## config.mk

```make
export PLATFORM = sky130hd
export DESIGN_NAME = fifo_rr_arbiter_flat
export DESIGN_NICKNAME = d
export VERILOG_FILES = /design/src/rtl/fifo_arb_pkg.sv /design/src/rtl/fifo_rr_arbiter_if.sv /design/src/rtl/fifo_v3_old.sv /design/src/rtl/rr_arbiter.sv /design/src/rtl/fifo_rr_arbiter.sv /design/src/flat_wrapper.sv
export SDC_FILE = /design/constraint.sdc
export NUM_CORES = 1
export LEC_CHECK = 0
export ABC_AREA = 1
export CAP_MARGIN = 15
export CORE_ASPECT_RATIO = 0.6
export CORE_MARGIN = 2
export CORE_UTILIZATION = 35
export CTS_BUF_LIST = sky130_fd_sc_hd__clkbuf_4
export DETAILED_ROUTE_END_ITERATION = 16
export PLACE_DENSITY = 0.66
export SKIP_CTS_REPAIR_TIMING = 1
export SYNTH_ARGS = -nofsm -noshare
export SYNTH_HDL_FRONTEND = slang
export SYNTH_SLANG_ARGS = --single-unit
```

## constraint.sdc

```tcl
create_clock -name clk_i -period 6.9 [get_ports clk_i]
set_clock_uncertainty 0.2 [all_clocks]
set_input_delay 1.38 -clock clk_i [delete_from_list [all_inputs] [get_ports clk_i]]
set_output_delay 1.38 -clock clk_i [all_outputs]
set_load 0.03 [all_outputs]
```

## src/rtl/fifo_arb_pkg.sv

```systemverilog
// Shared definitions for the FIFO round-robin arbiter.
// Parameter legality checks, evaluated at elaboration by the top.
package fifo_arb_pkg;

    function automatic bit nreq_legal(input int unsigned nreq);
        return (nreq >= 2) && (nreq <= 16);
    endfunction

    function automatic bit depth_legal(input int unsigned depth);
        return depth >= 2;
    endfunction

    function automatic bit max_per_req_legal(input int unsigned max_per_req, input int unsigned depth);
        return (max_per_req >= 1) && (max_per_req <= depth);
    endfunction

endpackage

```

## src/rtl/fifo_rr_arbiter_if.sv

```systemverilog
// Requester push bus and consumer valid/ready bus of the FIFO arbiter.
interface fifo_rr_arbiter_if #(
    parameter int unsigned NREQ       = 4,
    parameter int unsigned DATA_WIDTH = 32
);
    localparam int unsigned ID_W = $clog2(NREQ);

    logic [NREQ-1:0]            req_i;
    logic [NREQ*DATA_WIDTH-1:0] data_i;
    logic [NREQ-1:0]            gnt_o;
    logic                       out_valid_o;
    logic                       out_ready_i;
    logic [DATA_WIDTH-1:0]      out_data_o;
    logic [ID_W-1:0]            out_id_o;

    modport slave (
        input  req_i, data_i, out_ready_i,
        output gnt_o, out_valid_o, out_data_o, out_id_o
    );

    modport master (
        output req_i, data_i, out_ready_i,
        input  gnt_o, out_valid_o, out_data_o, out_id_o
    );
endinterface

```

## src/rtl/fifo_v3_old.sv

```systemverilog
// Codebase FIFO with optional fall-through, flush and occupancy count.
module fifo_v3_old #(
    parameter bit          FALL_THROUGH = 1'b0,
    parameter int unsigned DATA_WIDTH   = 32,
    parameter int unsigned DEPTH        = 8,
    parameter type         dtype        = logic [DATA_WIDTH-1:0],
    parameter int unsigned ADDR_DEPTH   = (DEPTH > 1) ? $clog2(DEPTH) : 1
) (
    input  logic                  clk_i,
    input  logic                  rst_ni,
    input  logic                  flush_i,
    input  logic                  testmode_i,
    output logic                  full_o,
    output logic                  empty_o,
    output logic [ADDR_DEPTH-1:0] usage_o,
    input  dtype                  data_i,
    input  logic                  push_i,
    output dtype                  data_o,
    input  logic                  pop_i
);
    localparam int unsigned FIFO_DEPTH = (DEPTH > 0) ? DEPTH : 1;

    logic [ADDR_DEPTH-1:0] read_pointer_q, write_pointer_q;
    logic [ADDR_DEPTH:0]   status_cnt_q;
    logic                  bypass, do_push, do_pop;
    logic                  unused_testmode;
    dtype                  mem_q [FIFO_DEPTH];

    assign unused_testmode = testmode_i;
    assign usage_o = status_cnt_q[ADDR_DEPTH-1:0];
    assign full_o  = (status_cnt_q == (ADDR_DEPTH+1)'(FIFO_DEPTH));
    assign empty_o = (status_cnt_q == '0) && !(FALL_THROUGH && push_i);
    assign data_o  = (FALL_THROUGH && status_cnt_q == '0) ? data_i : mem_q[read_pointer_q];

    // In fall-through mode a push and pop on an empty FIFO pass straight through.
    assign bypass  = FALL_THROUGH && (status_cnt_q == '0) && push_i && pop_i;
    assign do_push = push_i && !full_o && !bypass;
    assign do_pop  = pop_i && !empty_o && !bypass;

    always_ff @(posedge clk_i or negedge rst_ni) begin
        if (!rst_ni) begin
            read_pointer_q  <= '0;
            write_pointer_q <= '0;
            status_cnt_q    <= '0;
        end else if (flush_i) begin
            read_pointer_q  <= '0;
            write_pointer_q <= '0;
            status_cnt_q    <= '0;
        end else begin
            if (do_push)
                write_pointer_q <= (write_pointer_q == ADDR_DEPTH'(FIFO_DEPTH-1)) ? '0 : write_pointer_q + 1'b1;
            if (do_pop)
                read_pointer_q <= (read_pointer_q == ADDR_DEPTH'(FIFO_DEPTH-1)) ? '0 : read_pointer_q + 1'b1;
            if (do_push && !do_pop)
                status_cnt_q <= status_cnt_q + 1'b1;
            else if (do_pop && !do_push)
                status_cnt_q <= status_cnt_q - 1'b1;
        end
    end

    always_ff @(posedge clk_i) begin
        if (do_push)
            mem_q[write_pointer_q] <= data_i;
    end
endmodule

```

## src/rtl/rr_arbiter.sv

```systemverilog
// Combinational round-robin scan: first eligible index at or above ptr,
// wrapping modulo NREQ.
module rr_arbiter #(
    parameter int unsigned NREQ = 4,
    localparam int unsigned IDX_W = $clog2(NREQ)
) (
    input  logic [NREQ-1:0]  eligible,
    input  logic [IDX_W-1:0] ptr,
    output logic [NREQ-1:0]  gnt,
    output logic             valid
);
    logic             found;
    logic [IDX_W-1:0] idx;

    always_comb begin
        gnt   = '0;
        found = 1'b0;
        idx   = '0;
        for (int k = 0; k < NREQ; k++) begin
            idx = IDX_W'((int'(ptr) + k) % int'(NREQ));
            if (!found && eligible[idx]) begin
                gnt[idx] = 1'b1;
                found    = 1'b1;
            end
        end
    end

    assign valid = found;
endmodule

```

## src/rtl/fifo_rr_arbiter.sv

```systemverilog
// Round-robin arbiter sharing one tagged FIFO between NREQ requesters,
// with a per-requester occupancy cap, draining to a valid/ready consumer.
module fifo_rr_arbiter
    import fifo_arb_pkg::*;
#(
    parameter int unsigned NREQ        = 4,
    parameter int unsigned DATA_WIDTH  = 32,
    parameter int unsigned DEPTH       = 8,
    parameter int unsigned MAX_PER_REQ = 4
) (
    input  logic                    clk_i,
    input  logic                    rst_i,
    input  logic                    flush_i,
    fifo_rr_arbiter_if.slave        bus,
    output logic                    full_o,
    output logic [$clog2(DEPTH):0]  usage_o
);
    localparam int unsigned ID_W    = $clog2(NREQ);
    localparam int unsigned CNT_W   = $clog2(MAX_PER_REQ + 1);
    localparam int unsigned FIFO_AW = $clog2(DEPTH);
    localparam int unsigned USE_W   = FIFO_AW + 1;

    typedef struct packed {
        logic [ID_W-1:0]       id;
        logic [DATA_WIDTH-1:0] data;
    } entry_t;

    if (!nreq_legal(NREQ)) begin : g_bad_nreq
        $error("fifo_rr_arbiter: NREQ must be within 2..16");
    end
    if (!depth_legal(DEPTH)) begin : g_bad_depth
        $error("fifo_rr_arbiter: DEPTH must be at least 2");
    end
    if (!max_per_req_legal(MAX_PER_REQ, DEPTH)) begin : g_bad_max
        $error("fifo_rr_arbiter: MAX_PER_REQ must be within 1..DEPTH");
    end

    logic [ID_W-1:0]    rr_q, gnt_idx;
    logic [CNT_W-1:0]   cnt_q [NREQ];
    logic [NREQ-1:0]    eligible, gnt;
    logic               gnt_valid, pop, fifo_full, fifo_empty;
    logic [FIFO_AW-1:0] fifo_usage;
    logic [USE_W-1:0]   cnt_sum;
    entry_t             push_entry, head_entry;

    always_comb begin
        eligible = '0;
        for (int i = 0; i < NREQ; i++)
            eligible[i] = bus.req_i[i] && (cnt_q[i] < CNT_W'(MAX_PER_REQ))
                          && !fifo_full && !flush_i && !rst_i;
    end

    rr_arbiter #(.NREQ(NREQ)) u_rr (
        .eligible (eligible),
        .ptr      (rr_q),
        .gnt      (gnt),
        .valid    (gnt_valid)
    );

    always_comb begin
        gnt_idx    = '0;
        push_entry = '0;
        for (int i = 0; i < NREQ; i++) begin
            if (gnt[i]) begin
                gnt_idx         = ID_W'(i);
                push_entry.id   = ID_W'(i);
                push_entry.data = bus.data_i[i*DATA_WIDTH +: DATA_WIDTH];
            end
        end
    end

    assign bus.gnt_o       = gnt;
    assign bus.out_valid_o = !fifo_empty && !flush_i;
    assign bus.out_data_o  = head_entry.data;
    assign bus.out_id_o    = head_entry.id;
    assign pop             = bus.out_valid_o && bus.out_ready_i;
    assign full_o          = fifo_full;
    // FIFO count wraps to 0 when full, so the full term supplies DEPTH.
    assign usage_o         = fifo_full ? USE_W'(DEPTH) : {1'b0, fifo_usage};

    // Synchronous reset is applied to the FIFO through its flush input.
    fifo_v3_old #(
        .FALL_THROUGH (1'b0),
        .DATA_WIDTH   (ID_W + DATA_WIDTH),
        .DEPTH        (DEPTH),
        .dtype        (entry_t)
    ) u_fifo (
        .clk_i      (clk_i),
        .rst_ni     (1'b1),
        .flush_i    (flush_i || rst_i),
        .testmode_i (1'b0),
        .full_o     (fifo_full),
        .empty_o    (fifo_empty),
        .usage_o    (fifo_usage),
        .data_i     (push_entry),
        .push_i     (gnt_valid),
        .data_o     (head_entry),
        .pop_i      (pop)
    );

    always_ff @(posedge clk_i) begin
        if (rst_i || flush_i) begin
            rr_q <= '0;
            for (int i = 0; i < NREQ; i++)
                cnt_q[i] <= '0;
        end else begin
            if (gnt_valid)
                rr_q <= (gnt_idx == ID_W'(NREQ-1)) ? '0 : gnt_idx + 1'b1;
            for (int i = 0; i < NREQ; i++) begin
                if (gnt[i] && !(pop && head_entry.id == ID_W'(i)))
                    cnt_q[i] <= cnt_q[i] + 1'b1;
                else if (!gnt[i] && pop && head_entry.id == ID_W'(i))
                    cnt_q[i] <= cnt_q[i] - 1'b1;
            end
        end
    end

    always_comb begin
        cnt_sum = '0;
        for (int i = 0; i < NREQ; i++)
            cnt_sum = cnt_sum + USE_W'(cnt_q[i]);
    end

    a_gnt_onehot: assert property (@(posedge clk_i) disable iff (rst_i) $onehot0(gnt));
    a_no_gnt_full: assert property (@(posedge clk_i) disable iff (rst_i) full_o |-> (gnt == '0));
    a_cnt_sum: assert property (@(posedge clk_i) disable iff (rst_i) cnt_sum == usage_o);

    for (genvar g = 0; g < NREQ; g++) begin : g_cnt_chk
        a_cnt_max: assert property (@(posedge clk_i) disable iff (rst_i) cnt_q[g] <= CNT_W'(MAX_PER_REQ));
    end
endmodule

```

## src/flat_wrapper.sv

```systemverilog
// flat-port wrapper written by rule: the top's interface ports become plain ports
module fifo_rr_arbiter_flat import fifo_arb_pkg::*;
#(
    parameter int unsigned NREQ        = 4,
    parameter int unsigned DATA_WIDTH  = 32,
    parameter int unsigned DEPTH       = 8,
    parameter int unsigned MAX_PER_REQ = 4
)
  (clk_i, rst_i, flush_i, full_o, usage_o, bus_req_i, bus_data_i, bus_out_ready_i, bus_gnt_o, bus_out_valid_o, bus_out_data_o, bus_out_id_o);
  fifo_rr_arbiter_if #(.NREQ(NREQ), .DATA_WIDTH(DATA_WIDTH)) bus_i ();
  input  logic clk_i;
  input  logic rst_i;
  input  logic flush_i;
  output logic full_o;
  output logic [$clog2(DEPTH):0] usage_o;
  input wire logic [$bits(bus_i.req_i)-1:0] bus_req_i;
  input wire logic [$bits(bus_i.data_i)-1:0] bus_data_i;
  input wire logic [$bits(bus_i.out_ready_i)-1:0] bus_out_ready_i;
  output wire logic [$bits(bus_i.gnt_o)-1:0] bus_gnt_o;
  output wire logic [$bits(bus_i.out_valid_o)-1:0] bus_out_valid_o;
  output wire logic [$bits(bus_i.out_data_o)-1:0] bus_out_data_o;
  output wire logic [$bits(bus_i.out_id_o)-1:0] bus_out_id_o;
  assign bus_i.req_i = bus_req_i;
  assign bus_i.data_i = bus_data_i;
  assign bus_i.out_ready_i = bus_out_ready_i;
  assign bus_gnt_o = bus_i.gnt_o;
  assign bus_out_valid_o = bus_i.out_valid_o;
  assign bus_out_data_o = bus_i.out_data_o;
  assign bus_out_id_o = bus_i.out_id_o;
  fifo_rr_arbiter #(.NREQ(NREQ), .DATA_WIDTH(DATA_WIDTH), .DEPTH(DEPTH), .MAX_PER_REQ(MAX_PER_REQ)) u_core (.clk_i(clk_i), .rst_i(rst_i), .flush_i(flush_i), .bus(bus_i), .full_o(full_o), .usage_o(usage_o));
endmodule
```

==> flow_summary.yaml <==
worst_setup_path:
  critical_path.cell_chain: "buf_4, o21ai_0, o22ai_1, nor2_1, a31oi_1, clkdlybuf4s50_1"
  worst-path-buf-inv: 2
  endpoint_kind: "output port"
  start_kind: "flip-flop"
  arrival_ps: 4070
  crit_slowest_cell: "buf_4"
  max_stage_delay_ps: 870
  critPathKind: "flip-flop to output port"
  critPathMaxFanout: 103
  cp_top_family: "buffers and inverters"
  worstPathRequired_ps: 5320
global_routing:
  grt_pass1_wl_um: 56300
  grt_use_total_pct: 17.96
  antenna_found_initial: 2
  grt_max_degree: 104
  gr-total-overflow: 0
  grt_pass1_vias: 10140
finish:
  drive_gt1_share_pct: 10.82
  seq_area_um2: 8833
  fillCellCount: 3763
  final_area_um2: 17000
  num-nets-final: 1709
  final_common_cell: "nor2_1"
  multi_input_area_um2: 4452
  final_cell_mix: "nor2_1 (297), edfxtp_1 (284), nand2_1 (278), clkdlybuf4s50_1 (179), o21ai_0 (147)"
  stdcell_count: 2123
  syn_to_final_growth_pct: 23.24
cts:
  cts_buffer_depth: 3
  clkTransAtPathRegs_ps: 80
  clk_latency_ps: 740
  cts_tree: "yes"
  htree_levels: 3
  clock-root-buffer: "clkbuf_4"
  numCtsBuffers: 73
  clock-sinks: 299
die:
  die_w_um: 260.3
  core_area_um2: 38960
  rows: 56
  die_area_um2: 41070
  initial_core_util_pct: 35.41
  fp.dieH_um: 157.8
  top_level_ports: 180
placement:
  port_buffers: 179
  placed_cells: 2000
  dpl_cell_area_um2: 16080
  place.gp.congestion: 0.8485
  dp_hpwl_um: 22540
synth:
  synth_xor_area_share_pct: 0.3810
  syn-instance-count: 1361
  seq_area_frac_synth_pct: 64.00
  synth-simple-area-share_pct: 18.42
  synthAdderAreaFrac_pct: 1.977
  synth_nets: 1517
  synthMuxAreaShare_pct: 0.08163
  synth_top_area_cell: "edfxtp_1"
  synthesis.area_um2: 13790
  synth_top_cell_area_share_pct: 61.82
  synthArstFlopShare_pct: 0
  yosys_warnings: 0
  ys_ff_latch: 299
  avgSynthCellArea_um2: 10.14
  synth_area_leaders: "edfxtp_1 (62%), nor2_1 (8.3%), nand2_1 (7.6%)"
  synth.distinct_cells: 38
  synth_compound_area_share_pct: 10.98
  synth-main-ff-cell: "edfxtp_1"
  synth_top_family_by_area: "simple AND/OR/NAND/NOR gates"
  synth_edf_count: 284
route:
  vias_per_cell: 4.944
  wl_per_cell_um: 17.42
  via_count: 10496
  routed_wl_um: 36980
  drc_errors: 0
  drt_iter0_markers: 892
  drtAntennaViolNets: 0
  dr.pass1.iters: 5
pwr:
  max-vdd-ir-drop_uv: 158.9
  p_per_area_nw_per_um2: 368.1
  p_leak_nw: 6.436
  total_power_mw: 6.259
job:
  drv_cap: 0
sta:
  rsz0062_at_grt: "false"
  worst_pin_slew_ps: 1107
  min_period_ps: 5646
  setup_tns_ps: 0
  setup_viol: 0
  finalHoldViolCount: 0
  finalMaxSlewViolations: 0
  fmax_mhz: 177.1
  hold-worst-slack_ps: 318.9
  relSlewSlack_pct: 26.02
  fin_crit_sh_pct: 81.83
hold_path:
  hold_class: "flip-flop to flip-flop"
status:
  status: "finished, final reports clean"
sequential cells by signal, indices dropped and copies added (netlist names), named ones only:
register,cells
u_core.cnt_q,12
u_core.u_fifo.status_cnt_q,4
u_core.u_fifo.write_pointer_q,3
u_core.u_fifo.mem_q,272
u_core.u_fifo.read_pointer_q,3
u_core.rr_q,2
synthesized netlist by cell type (5+ instances only):
cell	n
a21oi_1	10
a21boi_0	12
a31oi_1	33
inv_2	8
nand2_1	278
dfxtp_1	15
o21ai_1	6
nand3_1	17
nor2_1	305
buf_4	7
a21boi_1	20
clkbuf_1	49
nand3_2	8
nand2_2	8
inv_1	48
buf_2	16
nor2_2	5
ha_1	17
o21ai_0	147
o22ai_1	35
buf_1	5
edfxtp_1	284
final timing paths:
check | start | to | slack, ps | cells past startpoint
setup / recovery | flip-flop | bus_out_data_o[22] | 1250 | 6
hold / removal | u_core.u_fifo.write_pointer_q[0] | u_core.u_fifo.write_pointer_q[0] | 320 | 2
setup reg to reg | flip-flop | u_core.cnt_q[2][2] | 2630 | 12
hold reg to reg | u_core.u_fifo.write_pointer_q[0] | u_core.u_fifo.write_pointer_q[0] | 320 | 2
logic make-up (layout without fill, tap and decap cells):
kind of cell	Yosys count	in the layout
XOR/XNOR	6	6
AND/OR/NAND/NOR	632	632
multiplexers	1	1
buffers and inverters	136	374
flip-flops	299	299
other	0	2
adder cells (fa/ha/maj)	20	20
AO/OA/AOI/OAI	267	267
worst min-delay path, cell delays in order (launching register included):
cell and delay [ps]:
dfxtp_1 320, nor2_1 100, nor3_1 50
per-stage QoR:
stage / setup slack [ps] / utilization (%)
final: 1254 / 43.64
after detailed placement: 1524 / 41.26
after floorplan: 2337 / -
after CTS: 1188 / 43.62
after global placement: 1550 / 41.26
after global routing: 954.0 / 43.64
where the power goes:
part	leakage [nW]	internal [mW]	switching, mW
clock	0.541	0.790	0.689
combinational	3.11	0.678	1.54
sequential	2.78	2.48	0.0819
total	6.44	3.95	2.31
routing by layer:
metal	GRT usage [%]	part of all wire, %
met1	25.09	47
met2	27.01	45
met3	4.259	6.0
met4	7.102	2.4
met5	0	0
final cells by class:
| cell class | count | share of cell area, % |
|---|---|---|
| clock inverters | 19 | 0.9053 |
| diodes | 2 | 0.02944 |
| repair buffers | 196 | 11.29 |
| multi-input cells | 926 | 26.19 |
| flip-flops and latches | 299 | 51.96 |
| well taps | 522 | 3.842 |
| clock buffers | 102 | 4.504 |
| inverters | 57 | 1.281 |
Power figures use the tool's default switching activity.
